`config.mk`:
```
export PLATFORM = sky130hd
export DESIGN_NAME = gold_output_arbiter_flat
export DESIGN_NICKNAME = d
export VERILOG_FILES = /design/src/rtl/gold_output_arbiter_if.sv /design/src/rtl/gold_output_arbiter.sv /design/src/flat_wrapper.sv
export SDC_FILE = /design/constraint.sdc
export NUM_CORES = 1
export LEC_CHECK = 0
export CORE_MARGIN = 3
export CORE_UTILIZATION = 50
export DETAILED_ROUTE_END_ITERATION = 6
export PLACE_DENSITY = 0.83
export SLEW_MARGIN = 40
export SYNTH_ARGS = -nofsm -noshare
export SYNTH_HDL_FRONTEND = slang
export SYNTH_SLANG_ARGS = --single-unit
```
`constraint.sdc`:
```
create_clock -name clk -period 23.4 [get_ports clk]
set_clock_uncertainty 0.1 [all_clocks]
set_input_delay 7.02 -clock clk [delete_from_list [all_inputs] [get_ports clk]]
set_output_delay 7.02 -clock clk [all_outputs]
set_load 0.05 [all_outputs]
```
`src/rtl/gold_output_arbiter_if.sv`:
```
// gold_output_arbiter_if: ring/PE requester ports and output link of the arbiter
interface gold_output_arbiter_if #(parameter int PACKET_SIZE = 64);
    logic polarity, rsi, rri, psi, pri, so, ro;
    logic [PACKET_SIZE-1:0] rd, pd, dout;
    modport master(output polarity, rsi, rd, psi, pd, ro, input rri, pri, so, dout);
    modport slave(input polarity, rsi, rd, psi, pd, ro, output rri, pri, so, dout);
endinterface

```
`src/rtl/gold_output_arbiter.sv`:
```
// gold_output_arbiter: two one-entry VC buffers fed by ring/PE requesters with per-VC round-robin
module gold_output_arbiter #(parameter int PACKET_SIZE = 64) (
    input logic clk,
    input logic reset,
    gold_output_arbiter_if.slave bus
);
    logic [1:0] valid, ptr, rreq, preq, rg, pg;
    logic [PACKET_SIZE-1:0] data [2];
    logic drain;
    genvar v;
    for (v = 0; v < 2; v++) begin : g_vc
        assign rreq[v] = bus.rsi && (bus.rd[PACKET_SIZE-1] == 1'(v));
        assign preq[v] = bus.psi && (bus.pd[PACKET_SIZE-1] == 1'(v));
        // a buffer only accepts when empty at cycle start; ptr breaks ties
        assign rg[v] = reset && !valid[v] && rreq[v] && (!preq[v] || !ptr[v]);
        assign pg[v] = reset && !valid[v] && preq[v] && (!rreq[v] || ptr[v]);
    end
    assign bus.rri = |rg;
    assign bus.pri = |pg;
    assign bus.so = reset && valid[bus.polarity];
    assign bus.dout = data[bus.polarity];
    assign drain = bus.so && bus.ro;
    always_ff @(posedge clk) begin
        if (!reset) begin
            valid <= '0;
            ptr <= '0;
        end else begin
            for (int i = 0; i < 2; i++) begin
                if (rg[i] || pg[i]) begin
                    valid[i] <= 1'b1;
                    data[i] <= rg[i] ? bus.rd : bus.pd;
                end else if (drain && bus.polarity == 1'(i)) begin
                    valid[i] <= 1'b0;
                end
                // contested grant: pointer moves to the loser
                if (rreq[i] && preq[i] && !valid[i]) ptr[i] <= rg[i];
            end
        end
    end
endmodule
```
`src/flat_wrapper.sv`:
```
// flat-port wrapper written by rule: the top's interface ports become plain ports
module gold_output_arbiter_flat 
#(parameter int PACKET_SIZE = 64)
  (clk, reset, bus_polarity, bus_rsi, bus_rd, bus_psi, bus_pd, bus_ro, bus_rri, bus_pri, bus_so, bus_dout);
  gold_output_arbiter_if #(.PACKET_SIZE(PACKET_SIZE)) bus_i ();
  input logic clk;
  input logic reset;
  input wire logic [$bits(bus_i.polarity)-1:0] bus_polarity;
  input wire logic [$bits(bus_i.rsi)-1:0] bus_rsi;
  input wire logic [$bits(bus_i.rd)-1:0] bus_rd;
  input wire logic [$bits(bus_i.psi)-1:0] bus_psi;
  input wire logic [$bits(bus_i.pd)-1:0] bus_pd;
  input wire logic [$bits(bus_i.ro)-1:0] bus_ro;
  output wire logic [$bits(bus_i.rri)-1:0] bus_rri;
  output wire logic [$bits(bus_i.pri)-1:0] bus_pri;
  output wire logic [$bits(bus_i.so)-1:0] bus_so;
  output wire logic [$bits(bus_i.dout)-1:0] bus_dout;
  assign bus_i.polarity = bus_polarity;
  assign bus_i.rsi = bus_rsi;
  assign bus_i.rd = bus_rd;
  assign bus_i.psi = bus_psi;
  assign bus_i.pd = bus_pd;
  assign bus_i.ro = bus_ro;
  assign bus_rri = bus_i.rri;
  assign bus_pri = bus_i.pri;
  assign bus_so = bus_i.so;
  assign bus_dout = bus_i.dout;
  gold_output_arbiter #(.PACKET_SIZE(PACKET_SIZE)) u_core (.clk(clk), .reset(reset), .bus(bus_i));
endmodule
```
## After elaboration in Yosys (flattened, before gate mapping)

Memory sizes are Yosys's and may differ from the RTL's.
Index checks and enable logic that the tools add are counted.

- Magnitude comparators: 1
- Muxes and demuxes: 14
- Bitwise logic cells: 3
- Reduce and logical (&&, ||, !) cells: 40

Operators by type and width:

| cell | number |
|---|---|
| 2-to-1 mux 64 bit | 2 |
| logical AND 1 bit | 22 |
| 2-to-1 mux 1 bit | 12 |
| logical NOT 1 bit | 8 |
| logical OR 1 bit | 6 |
| nonzero test 2 bit | 2 |
| OR reduction 2 bit | 2 |
| NOT 1 bit | 3 |
| < comparator 1 x 2 -> 1 bit (second input constant) | 1 |

- Bits in registers: 4
- RAM bits: 128
- Bits of input ports: 134
- Memories kept: 1

Memory list:

| memory | words | bits a word | read ports | clocked after memory_dff | write ports | line | text |
|---|---|---|---|---|---|---|---|
| u_core.data | 2 | 64 | 1 | 0 | 2 | gold_output_arbiter.sv:8 | `logic [PACKET_SIZE-1:0] data [2];` |

## Logic depth before layout (Yosys ltp)

Gate-level depths: netlist of run 1.

- Depth in word-level cells: 9
- Gate-level depth with buffers: 5
- Mapped depth without buffers: 3

## Worst setup path before layout of run 1

No wires, ideal clock.

- Path type: input-to-output
- Start point: in reset
- End point: out bus_pri
- Arrival time: 8.461 ns
- Data required time: 16.280 ns
- Setup slack: 7.819 ns
- Stages on the path: 4
- Buffers on the path: 1
- Cell sequence: clkbuf_1 > nor4bb_1 > o32ai_1 > a21oi_1

- Word-level cells in the longest chain between the ends: 4
- Elaborated cells on any way between the ends: 7
- Those cells by class: reduce/logical (7)

RTL lines:

| element | line | text |
|---|---|---|
| from (decl) | flat_wrapper.sv:7 | `input logic reset;` |
| logical AND 1 bit (3 in a row) | gold_output_arbiter.sv:16 | `assign pg[v] = reset && !valid[v] && preq[v] && (!rreq[v] \|\| ptr[v]);` |
| OR reduction 2 bit * | gold_output_arbiter.sv:19 | `assign bus.pri = \|pg;` |
| to (decl) | flat_wrapper.sv:15 | `output wire logic [$bits(bus_i.pri)-1:0] bus_pri;` |

Mark *: on every way between the ends. The rest lies on a longest branch, timed or not.

## Worst setup path in the final report of run 1

Ends and elaborated chain as after synthesis.

==> results of run 1 <==
## layout by cell type, fill, tap and decap left out, types with 2 or more instances in the layout
cell / count
buf_4: 6
mux2i_1: 2
clkbuf_16: 17
edfxtp_1: 128
nor2b_4: 2
dfxtp_1: 4
nor2_1: 2
nand2_1: 2
clkinvlp_4: 3
mux2_4: 119
nand3_1: 2
nand3b_1: 4
clkdlybuf4s50_1: 199
nand2b_1: 2
bufinv_16: 3
clkinv_4: 5
or2b_1: 2
nor2b_1: 2
a21oi_1: 2
mux2_2: 71
inv_6: 2
## sequential cells by signal, summed over array words and instances, names as in the netlist
name and flops:
u_core.valid 2, u_core.ptr 2, u_core.data 128
## routing by layer
metal,wire length [um],vias up,GRT usage (%)
met5,0,-,0
met4,318,0,7.930
met3,673,27,4.374
met2,7954,137,34.86
met1,5891,2014,21.75
li1,-,1915,-
## cell families after synthesis
| kind of cell | share of synthesized area (%) |
|---|---|
| flops | 55.87 |
| simple gates | 2.726 |
| mux | 37.11 |
| compound gates | 0.8018 |
| buf+inv | 3.492 |
## per-stage QoR
step / setup slack [ns] / instances / utilization [%]
after global placement: 7.156 / 744 / 67.17
final: 7.083 / 778 / 72.09
after global routing: 6.853 / 778 / 72.09
after detailed placement: 7.106 / 746 / 67.51
after floorplan: 7.819 / 383 / -
after CTS: 7.098 / 778 / 72.09
## worst paths after layout
path                         from           endpoint  slack [ns]  cells after the start
setup / recovery            reset            bus_pri        7.08                      5
hold / removal      u_core.ptr[0]      u_core.ptr[0]        0.43                      2
setup reg to reg  u_core.valid[1]  u_core.data[1][2]       20.60                      6
hold reg to reg     u_core.ptr[0]      u_core.ptr[0]        0.43                      2
## tightest hold or removal path, delay by kind of cell, from the launching register on
family / cells / cell delay [ns]
flops: 1 / 0.34
mux: 1 / 0.06
simple gates: 1 / 0.07
## power by group
group,switching (mW),internal (mW),total [mW]
combinational,0.0606,0.0649,0.125
clock,0.103,0.172,0.275
sequential,0.00310,0.274,0.277
## area by class of cell
type                    count  area (um2)
well taps                 176       220.2
fillers                   862        3770
flip-flops and latches    132        3924
clock inverters            14       178.9
multi-input cells         228        2874
repair buffers            209        2096
inverters                   1       3.754
clock buffers              18       439.2
==> metrics.csv, run 1 <==
metric,value,unit
LEAKAGE,3.711,nW
Num CTS Buffers,17,
first-pass GRT wire length,23.27,mm
Num Clock Sinks,132,
first-iteration detailed-routing DRC count,248,
Worst-Margin Slew,0.7965,ns
initial core utilization,52.00,%
Worst path max stage delay,0.82,ns
vias in the first global route,4536,
"EDFF count, synth",128,
Post-synth top cells,"128 x edfxtp_1, 119 x mux2_4, 71 x mux2_2",
crit path max fanout,12,
Syn Nets,517,
CP Buf/Inv Count,2,
RSZ-0062 raised after global routing,false,
Async SR Flop Fraction,0,%
Startpoint Class,primary input,
setup TNS,0,ns
die area,0.01550,mm2
Cell variety after synth,35,
Post-CTS Hold Buffers,0,
die span in y,124.5,um
DP HPWL,10.22,mm
status,"complete, no violations",
Worst path top cell family by delay,buffers and inverters,
number of diodes,0,
max-slew violations,0,
Pre-antenna DRT Iters,4,
antenna violations before repair,0,
largest net degree at the start of global routing,68,
minimum clock period,16.32,ns
Tcrit/Tclk final,69.73,%
final layout net count,723,
grt ovf,0,
Remaining DRCs,0,
Worst Path Arrival,9.20,ns
Setup Buffers After CTS,0,
CP cell instances,clkdlybuf4s50_1 -> nor4bb_1 -> o32ai_1 -> a21oi_1 -> clkdlybuf4s50_1,
dpl cell area,0.009117,mm2
Yosys reg bits,132,
Synth Warn #,0,
most frequent CP cell,clkdlybuf4s50_1,
max-capacitance violation count,0,
final wirelength,14.84,mm
PD cells,69.60,mW/mm2
CTS tree,built,
f_max,0.06129,GHz
kind of critical path,primary input to output pin,
clock-pin slew on the worst setup and hold paths,0.06,ns
Vias,4093,
Routed Antenna Nets,0,
Vias/cell,5.261,
H-tree levels,4,
Final Instance Area,0.009736,mm2
Hold WS,0.4294,ns
clk_lat worst skew,0.42,ns
cell taking the most area after synthesis,edfxtp_1,
maximum clock path buffer count,2,
HP Class,register to register,
num rows,42,
type of destination of the critical path,output pin,
I/O pin count,201,
Synth Cell Area,0.007023,mm2
Layout Area Growth over Synthesis,38.62,%
share of cells above drive strength 1,39.37,%
core area,0.01351,mm2
VDD IR-drop max,0.00004291,V
Mapped Avg Cell Area,18.34,um2
slowest CP cell,clkdlybuf4s50_1,
routed len/inst,19.07,um
Area contributors post-synth,"edfxtp_1 55%, mux2_4 25%, mux2_2 11%, buf_12 1.7%, dfxtp_1 1.1%",
input/output buffers,200,
CP Data Required Time,16.28,ns
Pwr Total,0.6776,mW
GRT Overall Usage,19.23,%
register area share after synthesis,55.87,%
Gate Count Post-Synth,383,
top cell type's share of synthesized area,54.73,%
setup violators final,0,
Die Wd,124.5,um
Worst slew margin,46.78,%
Final Hold Vio Count,0,
top-count cell post-synth,edfxtp_1,
Main synth FF type,edfxtp_1,
gpl congestion,0.8777,
Post-CTS Resized,0,
clock root buffer,clkbuf_16,
No activity file was read; power rests on OpenSTA's default activity.
==> run 2, diff against run 1 <==
--- a/config.mk
+++ b/config.mk
@@ -6,9 +6,9 @@
 export NUM_CORES = 1
 export LEC_CHECK = 0
 export CORE_MARGIN = 3
-export CORE_UTILIZATION = 50
+export CORE_UTILIZATION = 48
 export DETAILED_ROUTE_END_ITERATION = 6
-export PLACE_DENSITY = 0.83
+export PLACE_DENSITY = 0.8
 export SLEW_MARGIN = 40
 export SYNTH_ARGS = -nofsm -noshare
 export SYNTH_HDL_FRONTEND = slang
==> constraint.sdc (replaced) <==
create_clock -name clk -period 15.9 [get_ports clk]
set_clock_uncertainty 0.1 [all_clocks]
set_input_delay 4.77 -clock clk [delete_from_list [all_inputs] [get_ports clk]]
set_output_delay 4.77 -clock clk [all_outputs]
set_load 0.05 [all_outputs]
==> metrics.csv, run 2 (synthesized netlist as in run 1, its figures left out) <==
metric,value,unit,change
status,"complete, no violations",,
core area,0.01410,mm2,+4.4%
met2 routed WL,7.709,mm,-3.1%
max-slew violations,0,,unchanged
setup violators final,0,,unchanged
Filler cells,934,,+8.4%
Remaining DRCs,0,,unchanged
clock root buffer,clkbuf_16,,
GRT Overall Usage,18.66,%,-0.57 points
max reg flops,128,,unchanged
minimum clock period,11.82,ns,
sequential power share,41.0,%,about the same
gpl congestion,0.7670,,-13%
Worst path max stage delay,0.81,ns,about the same
combinational share of power,18.7,%,+0.2 points
final core utilization,69.31,%,-2.8 points
final wirelength,14.99,mm,+1.0%
most frequent cells in the layout,"199 x clkdlybuf4s50_1, 128 x edfxtp_1, 119 x mux2_4, 71 x mux2_2, 18 x clkbuf_16",,
Final Hold Vio Count,0,,unchanged
Setup Buffers After CTS,0,,unchanged
clock-pin slew on the worst setup and hold paths,0.05,ns,about the same
CP Data Required Time,11.03,ns,-5.25 ns
HP Class,register to register,,
routed len/inst,19.17,um,+0.50%
uppermost layer routed,met4,,
CTS tree,built,,
Clock Power Share,40.2,%,-0.4 points
FF/Latch Area,0.003924,mm2,unchanged
input/output buffers,200,,unchanged
Worst-Margin Slew,0.7162,ns,-0.08029 ns
Reg-to-Reg Start,u_core.valid[1],,
Worst Hold Path EP,u_core.ptr[0],,
final layout net count,723,,unchanged
Die Wd,127.0,um,+2.0%
register-to-register setup slack,13.19,ns,-7.41 ns
Psw,0.2348,mW,+41%
first-iteration detailed-routing DRC count,210,,-15%
clk_lat worst skew,0.41,ns,about the same
initial core utilization,49.82,%,-2.2 points
met3 WL post-DR,841,um,+25%
number of diodes,0,,unchanged
first-pass GRT wire length,23.00,mm,-1.2%
share of cells above drive strength 1,39.37,%,unchanged
I/O pin count,201,,unchanged
VDD IR-drop max,0.00006772,V,+58%
LEAKAGE,3.732,nW,+0.55%
CP Buf/Inv Count,2,,unchanged
final cell count without fillers,782,,+0.51%
Worst slew margin,52.26,%,+5.5 points
"commonest non-fill, non-tap cell in the layout",clkdlybuf4s50_1,,
Top reg by flops,u_core.data,,
max-capacitance violation count,0,,unchanged
Routed Antenna Nets,0,,unchanged
Cell Int Power,0.7586,mW,+49%
Worst Path Arrival,6.95,ns,-2.25 ns
Worst Min Path Start,u_core.ptr[0],,
Worst path top cell family by delay,buffers and inverters,,
Sw Share,23.63,%,-1.0 points
PD cells,101.7,mW/mm2,+46%
Placed Cells,747,,+0.13%
die span in y,127.0,um,+2.0%
num rows,43,,+2.4%
dpl cell area,0.009076,mm2,-0.45%
DP HPWL,9.856,mm,-3.6%
Hold Path Cell Cnt,2,,unchanged
most frequent CP cell,clkdlybuf4s50_1,,
setup TNS,0,ns,unchanged
top flop regs,"u_core.data x128, u_core.ptr x2, u_core.valid x2",,
R2R cell count,6,,unchanged
type of destination of the critical path,output pin,,
Final Instance Area,0.009769,mm2,+0.35%
slowest CP cell,clkdlybuf4s50_1,,
Vias/cell,5.229,,-0.61%
Tcrit/Tclk final,74.36,%,
FF-to-FF End,u_core.data[1][0],,
Num Clock Sinks,132,,unchanged
maximum clock path buffer count,2,,unchanged
Vias,4089,,-0.098%
antenna violations before repair,0,,unchanged
f_max,0.08457,GHz,
Multi-input gate area,0.002874,mm2,unchanged
largest net degree at the start of global routing,68,,unchanged
Post-CTS Resized,0,,unchanged
vias in the first global route,4555,,+0.42%
Routed met1 length,6.202,mm,+5.3%
CP cell instances,clkdlybuf4s50_1 -> nor4bb_1 -> o32ai_1 -> a21oi_1 -> clkdlybuf4s50_1,,
Startpoint Class,primary input,,
die area,0.01612,mm2,+4.0%
H-tree levels,4,,unchanged
crit path max fanout,12,,unchanged
RSZ-0062 raised after global routing,false,,
grt ovf,0,,unchanged
Num CTS Buffers,17,,unchanged
Post-CTS Hold Buffers,0,,unchanged
Layout Area Growth over Synthesis,39.11,%,
Pre-antenna DRT Iters,4,,unchanged
Pwr Total,0.9934,mW,+47%
kind of critical path,primary input to output pin,,
## run 2: changes by cell type in the layout (fill, tap and decap cells not counted), sizes merged
cell,delta
buf,-1
bufinv,-1
clkbuf,+7
clkinv,-2
clkinvlp,-1
inv,-2
## run 2: how the worst max path moves through the flow
| stage | startpoint | end | slack (ns) | cells past startpoint |
|---|---|---|---|---|
| global route | reset | bus_pri | 3.97 | 5 |
| finish | reset | bus_pri | 4.08 | 5 |
| detailed placement | reset | bus_pri | 4.10 | 5 |
| global placement | reset | bus_pri | 4.16 | 5 |
| floorplan | reset | bus_pri | 4.82 | 4 |
| CTS | reset | bus_pri | 4.09 | 5 |
## run 2: area by class of cell
type / instances / area share, %
Multi-Input combinational cell: 228 / 29.42
Tap cell: 180 / 2.305
Clock inverter: 8 / 0.9734
Sequential cell: 132 / 40.16
Clock buffer: 24 / 5.341
Timing Repair Buffer: 209 / 21.76
Inverter: 1 / 0.03842
## run 2: worst min-delay path: cells and delay by family, from the launching register on
kind | cells | cell delay [ns]
AND/OR/NAND/NOR | 1 | 0.07
flip-flops | 1 | 0.34
multiplexers | 1 | 0.07
## run 2: per-layer routing
layer | vias to the layer above | GRT usage [%]
met5 | - | 0
met4 | 0 | 8.202
met3 | 16 | 4.421
met2 | 151 | 32.41
met1 | 2010 | 22.04
li1 | 1912 | -
## run 2: stage by stage
| step | hold slack [ns] | setup slack [ns] |
|---|---|---|
| after CTS | 0.4285 | 4.095 |
| after global routing | 0.4715 | 3.967 |
| final | 0.4270 | 4.076 |
| after detailed placement | 0.4209 | 4.103 |
| after floorplan | 0.3591 | 4.819 |
| after global placement | 0.3880 | 4.162 |
## run 2: power by group through the flow
stage	combinational, mW	sequential (mW)	clock [mW]
5_1_grt	0.195	0.409	0.423
2_1_floorplan	0.115	0.415	0
6_report	0.186	0.408	0.400
4_1_cts	0.186	0.408	0.408
3_5_place_dp	0.185	0.415	0
3_3_place_gp	0.182	0.414	0
==> run 3, diff against run 2 <==
==> constraint.sdc (replaced) <==
create_clock -name clk -period 11.8 [get_ports clk]
set_clock_uncertainty 0.1 [all_clocks]
set_input_delay 3.54 -clock clk [delete_from_list [all_inputs] [get_ports clk]]
set_output_delay 3.54 -clock clk [all_outputs]
set_load 0.05 [all_outputs]
==> metrics.csv, run 3 (synthesized netlist as in run 1, its figures left out) <==
metric,value,unit,change
I/O pin count,201,,unchanged
Layout Area Growth over Synthesis,39.46,%,
FF/Latch Area,0.003924,mm2,unchanged
die span in y,127.0,um,unchanged
Final WS setup,2.430,ns,-1.646 ns
Filler cells,983,,+5.2%
Pre-antenna DRT Iters,4,,unchanged
max reg flops,128,,unchanged
Worst Path Arrival,5.73,ns,-1.22 ns
setup violators final,0,,unchanged
number of diodes,0,,unchanged
f_max,0.1067,GHz,
final layout net count,721,,-0.28%
Routed Antenna Nets,0,,unchanged
PD cells,146.2,mW/mm2,+44%
setup TNS,0,ns,unchanged
CP cell instances,clkdlybuf4s50_1 -> nor4bb_1 -> o32ai_1 -> a21oi_1 -> clkdlybuf4s50_1,,
num rows,43,,unchanged
Worst slew margin,50.94,%,-1.3 points
minimum clock period,9.370,ns,
DP HPWL,10.44,mm,+5.9%
largest net degree at the start of global routing,49,,-28%
most frequent CP cell,clkdlybuf4s50_1,,
VDD IR-drop max,0.0001039,V,+53%
Top reg by flops,u_core.data,,
clock root buffer,clkbuf_16,,
maximum clock path buffer count,2,,unchanged
Tcrit/Tclk final,79.41,%,
CP Buf/Inv Count,2,,unchanged
input/output buffers,200,,unchanged
most frequent cells in the layout,"199 x clkdlybuf4s50_1, 128 x edfxtp_1, 119 x mux2_4, 71 x mux2_2, 17 x clkbuf_16",,
max-slew violations,0,,unchanged
initial core utilization,49.82,%,unchanged
status,"complete, no violations",,
Vias,4113,,+0.59%
die area,0.01612,mm2,unchanged
GRT Overall Usage,19.12,%,+0.46 points
antenna violations before repair,0,,unchanged
gpl congestion,0.7744,,+0.96%
clock-pin slew on the worst setup and hold paths,0.05,ns,about the same
routed len/inst,19.78,um,+3.2%
Die Wd,127.0,um,unchanged
Num Clock Sinks,132,,unchanged
core area,0.01410,mm2,unchanged
Setup Buffers After CTS,0,,unchanged
dpl ws,2.448,ns,-1.656 ns
Worst-Margin Slew,0.7344,ns,+0.01821 ns
type of destination of the critical path,output pin,,
CTS tree,built,,
Startpoint Class,primary input,,
kind of critical path,primary input to output pin,,
Post-CTS Hold Buffers,0,,unchanged
final wirelength,15.41,mm,+2.8%
Final Hold Vio Count,0,,unchanged
final core utilization,69.48,%,+0.18 points
RSZ-0062 raised after global routing,false,,
Worst path max stage delay,0.82,ns,about the same
first-iteration detailed-routing DRC count,248,,+18%
share of cells above drive strength 1,39.07,%,-0.30 points
HP Class,register to register,,
clk_lat worst skew,0.41,ns,about the same
slowest CP cell,clkdlybuf4s50_1,,
first-pass GRT wire length,23.68,mm,+3.0%
top flop regs,"u_core.data x128, u_core.ptr x2, u_core.valid x2",,
grt ovf,0,,unchanged
Remaining DRCs,0,,unchanged
CP Data Required Time,8.16,ns,-2.87 ns
crit path max fanout,12,,unchanged
Num CTS Buffers,17,,unchanged
Multi-input gate area,0.002874,mm2,unchanged
LEAKAGE,3.740,nW,+0.23%
Worst path top cell family by delay,buffers and inverters,,
"commonest non-fill, non-tap cell in the layout",clkdlybuf4s50_1,,
Post-CTS Resized,0,,unchanged
Vias/cell,5.280,,+0.97%
vias in the first global route,4574,,+0.42%
H-tree levels,4,,unchanged
max-capacitance violation count,0,,unchanged
==> run 3: changes by cell type in the layout (fill, tap and decap cells not counted), sizes merged <==
cell / delta
clkbuf: -8
bufinv: +6
buf: -1
==> run 3: final cells by class <==
| class | count | area share, % |
|---|---|---|
| Multi-Input combinational cell | 228 | 29.34 |
| Sequential cell | 132 | 40.06 |
| Tap cell | 180 | 2.299 |
| Timing Repair Buffer | 207 | 21.03 |
| Clock buffer | 17 | 4.343 |
| Clock inverter | 14 | 2.887 |
| Inverter | 1 | 0.03832 |
==> run 3: per-stage QoR <==
stage / cell area [um2] / total power, mW / std cells / hold WS [ns]
CTS: 9794 / 1.440 / 779 / 0.4190
detailed placement: 9086 / 0.8080 / 748 / 0.4115
floorplan: 7023 / 0.7140 / 383 / 0.3591
global route: 9794 / 1.473 / 779 / 0.4630
global placement: 9076 / 0.8021 / 748 / 0.3850
finish: 9794 / 1.432 / 779 / 0.4231
==> run 3: worst paths after layout <==
path | slack [ns] | endpoint | depth (start not counted) | start
worst max-delay path | 2.43 | bus_pri | 5 | reset
worst min-delay path | 0.42 | u_core.ptr[1] | 2 | u_core.ptr[1]
worst max register to register | 9.07 | u_core.data[1][2] | 4 | u_core.valid[1]
worst min register to register | 0.42 | u_core.ptr[1] | 2 | u_core.ptr[1]
==> run 3: layer usage <==
layer  track usage [%]  wire (um)  share of wire [%]
met1             22.67       6195                 40
met2             33.16       7982                 52
met3             4.716        842                5.5
met4             8.013        390                2.5
met5                 0          0                  0
==> run 3: where the power goes <==
part / total (mW) / switching, mW / leakage, nW / internal, mW
Sequential: 0.550 / 0.00644 / 1.22 / 0.544
Combinational: 0.248 / 0.120 / 2.19 / 0.128
Clock: 0.634 / 0.197 / 0.339 / 0.437
==> run 3: worst reg2reg max path, delay by kind of cell (launching register included) <==
| family | cells | cell delay, ns |
|---|---|---|
| AND/OR/NAND/NOR | 2 | 0.93 |
| buffers and inverters | 1 | 0.60 |
| multiplexers | 1 | 0.48 |
| flip-flops | 1 | 0.38 |
